===== src/rtl/rr_grant_arbiter.sv =====
// rr_grant_arbiter: 4-way round-robin arbiter with a MAX_HOLD ownership limit
// and a mandatory idle cycle between grants.
module rr_grant_arbiter #(
   parameter int MAX_HOLD = 16
) (
   input  logic       clk,
   input  logic       rst_n,
   input  logic       en,
   input  logic [3:0] req,
   output logic [3:0] grant,
   output logic [1:0] grant_id,
   output logic       grant_valid,
   output logic       preempt
);
   localparam int CW = $clog2(MAX_HOLD + 1);
   typedef enum logic {IDLE, BUSY} state_t;
   state_t state, state_n;
   logic [1:0] last_id, last_n, id_n, win;
   logic [CW-1:0] hold_cnt, cnt_n;
   logic pre_n, rel;
   // lowest offset from last_id wins; offset 4 wraps back onto last_id itself
   always_comb begin
      win = last_id;
      for (int i = 4; i >= 1; i--)
         if (req[last_id + 2'(i)]) win = last_id + 2'(i);
   end
   assign rel = !en || !req[grant_id] || hold_cnt == CW'(MAX_HOLD - 1);
   always_comb begin
      state_n = state;
      id_n    = grant_id;
      last_n  = last_id;
      cnt_n   = hold_cnt;
      pre_n   = 1'b0;
      if (state == IDLE) begin
         if (en && |req) begin
            state_n = BUSY;
            id_n    = win;
            cnt_n   = '0;
         end
      end else if (rel) begin
         state_n = IDLE;
         last_n  = grant_id;
         cnt_n   = '0;
         pre_n   = en && req[grant_id];
      end else begin
         cnt_n = hold_cnt + 1'b1;
      end
   end
   always_ff @(posedge clk or negedge rst_n) begin
      if (!rst_n) begin
         state       <= IDLE;
         grant_id    <= 2'b00;
         last_id     <= 2'b11;
         hold_cnt    <= '0;
         preempt     <= 1'b0;
         grant       <= 4'b0000;
         grant_valid <= 1'b0;
      end else begin
         state       <= state_n;
         grant_id    <= id_n;
         last_id     <= last_n;
         hold_cnt    <= cnt_n;
         preempt     <= pre_n;
         grant       <= state_n == BUSY ? 4'b0001 << id_n : 4'b0000;
         grant_valid <= state_n == BUSY;
      end
   end
endmodule


===== config.mk =====
export PLATFORM = sky130hd
export DESIGN_NAME = rr_grant_arbiter
export DESIGN_NICKNAME = d
export VERILOG_FILES = /design/src/rtl/rr_grant_arbiter.sv
export SDC_FILE = /design/constraint.sdc
export NUM_CORES = 1
export LEC_CHECK = 0
export BUFFER_PORTS_ARGS = -buffer_cell sky130_fd_sc_hd__buf_4
export CORE_ASPECT_RATIO = 1.2
export CORE_MARGIN = 2
export CORE_UTILIZATION = 52
export CTS_BUF_LIST = sky130_fd_sc_hd__clkbuf_16
export CTS_CLUSTER_DIAMETER = 30
export DETAILED_ROUTE_END_ITERATION = 10
export PLACE_DENSITY = 0.76
export SYNTH_ARGS = -nofsm -noshare
export SYNTH_HDL_FRONTEND = slang
export SYNTH_SLANG_ARGS = --single-unit

===== constraint.sdc =====
create_clock -name clk -period 2.4 [get_ports clk]
set_input_delay 0.48 -clock clk [delete_from_list [all_inputs] [get_ports clk]]
set_output_delay 0.48 -clock clk [all_outputs]
set_load 0.01 [all_outputs]

==> out/metrics.cfg <==
[logic_synthesis]
ys.flop_type = dfrtp_1
synth_edf_count = 0
synth_nets = 84
synth_cell_types = 36
syn_inst = 75
synth_seq_cells = 15
avgSynthCellArea_um2 = 10.8
synth_warnings = 0
synth-seq-area-share = 0.465
syn_area_um2 = 812
async_flop_share = 1.00

[die]
coreArea_um2 = 1450
design.die.area_um2 = 1900
io_pins = 15
num_rows = 15
die_h_um = 47.3
fp.dieW_um = 40.1
start_util = 0.562

[clock_tree]
path_clk_slew_ns = 0.05
clock_sinks = 15
post-cts-setup-buffer-count = 0
cts_hold_buf = 0
cts_htree_levels = 1
clock-root-buffer = clkbuf_16
cts_tree = done
cts.path.max_buffers = 2
cts_resized = 0
clk_latency_ns = 0.24
cts_buffers = 3

[timing]
setup_violations = 0
fin_worst_skew_ns = 0.00426
max_freq_ghz = 0.498
rsz0062_at_grt = no
worstMarginPinSlew_ns = 0.485
period_needed_ns = 2.01
slew_headroom = 0.672
period_share = 0.836
finalMaxSlewViolations = 0
setup-tns-final_ns = 0
hold_violations = 0

[routing]
via_per_inst = 5.96
detail-route-antenna-nets = 0
routedWlPerCell_um = 15.6
first_iter_violations = 20
drc = 0
drt_wl_total_um = 1700
vias = 650
dr.pass1.iters = 4

[cells_and_area]
final_common_cell = buf_4
final_cell_mix = buf_4, dfrtp_1, inv_1, nand2_1
syn2layout_area_growth_pct = 24.0
layout-drive-gt1-share = 0.304
fin_cells = 109
n_antenna_cell = 0
nNetsFinal = 102

[min_path]
min_path_type = input pin to asynchronous set/reset pin

[grt]
antenna_found_initial = 0
grt_overflow_total = 0
grt_pass1_wl_um = 2670
grt_max_degree = 16
grt_use_total = 0.223
grt_pass1_vias = 606

[setup_path]
crit_chain = ha_1 -> and3_1 -> ha_1 -> and3b_1 -> nand3_1 -> and3_1 -> o31ai_1
critPathMaxStageDelay_ns = 0.40
start_kind = flop
required_ns = 2.55
worstPathMaxFanout = 4
critPathSlowestCell = dfrtp_1
path_class = flop to flop
worst_ep_arrival_time_ns = 2.16
endpoint_kind = flop

[outcome]
outcome = complete, no violations

[pwr]
p_per_area_nw_per_um2 = 1150
ir_drop_v = 0.000758
leakage_nw = 0.483

[placed_design]
port_buffers = 14
dpl.hpwl_um = 1170
routabilityCongestion = 0.758
place_inst = 105

[flow_run]
maxCapViolCount = 0

[worst max-delay path: cells and delay by family (launching register included)]
kind / cells / cell delay, ns
DFF: 1 / 0.40
and+or+nand+nor: 4 / 0.87
AOI/OAI and AO/OA: 1 / 0.20
adders and majority gates: 2 / 0.45
[path summary, 6_finish.rpt]
check | startpoint | end | slack (ns) | cells after the start
min in group clk | hold_cnt[4] | hold_cnt[4] | 0.48 | 2
setup / recovery | hold_cnt[0] | grant[1] | 0.39 | 7
setup reg to reg | hold_cnt[0] | grant[1] | 0.39 | 7
hold reg to reg | hold_cnt[4] | hold_cnt[4] | 0.48 | 2
max in group asynchronous | rst_n | last_id[0] | 2.08 | 1
hold / removal | rst_n | hold_cnt[0] | 0.08 | 1
[layer usage]
layer	vias to the layer above	GRT usage	wire length, µm
li1	311	-	-
met1	311	0.261	707
met4	0	0.166	55
met3	6	0.0284	51
met2	22	0.365	881
met5	-	0	0
[flip-flops by register name, summed over array words and instances (netlist names)]
signal / flops
preempt: 1
grant_id: 2
grant: 4
state: 1
hold_cnt: 5
last_id: 2
[cell type report]
cell class,instances,area (µm²)
fill,108,438
multi-input combinational,54,404
sequential,15,378
timing repair buffer,14,105
clock buffer,3,75.1
tap,17,21.3
inverter,5,18.8
clock inverter,1,5.00
[kinds of logic (layout without fill, tap and decap cells)]
family,count (synthesis),in the layout,synth area share
AND/OR/NAND/NOR,27,27,0.194
adder cells (fa/ha/maj),2,2,0.0308
AO/OA/AOI/OAI,17,17,0.146
multiplexers,7,7,0.116
buffers and inverters,6,23,0.0370
flip-flops,15,15,0.465
XOR/XNOR,1,1,0.0108
[where the power goes]
part,leakage [nW],internal (mW),switching (mW)
registers,0.193,0.339,0.0924
logic,0.248,0.206,0.198
clock network,0.0409,0.222,0.0969
[cell usage after synthesis (2+ instances only)]
cell / n / area (µm²)
dfrtp_1: 13 / 325
inv_1: 5 / 18.8
nand2_1: 5 / 18.8
nand3_1: 4 / 20.0
o21ai_0: 4 / 20.0
mux2i_1: 3 / 30.0
nor2_1: 3 / 11.3
a21oi_1: 2 / 10.0
and3_1: 2 / 12.5
dfstp_2: 2 / 52.6
ha_1: 2 / 25.0
mux2_4: 2 / 30.0
nand2_2: 2 / 12.5
nor2b_1: 2 / 12.5
nor3b_1: 2 / 15.0
o31ai_1: 2 / 15.0
[per-stage QoR]
step                      total power [mW]  setup slack (ns)  instance area (µm²)  hold slack [ns]   util
after global routing                  1.22             0.258                 1010           0.0896  0.697
after detailed placement             0.830             0.448                  927            0.342  0.642
final                                 1.15             0.393                 1010           0.0783  0.697
after global placement               0.820             0.493                  927            0.340  0.642
after CTS                             1.16             0.410                 1010           0.0835  0.697
after floorplan                      0.701             0.627                  812            0.184      -
Note: power is estimated with default switching activity, not from simulation.
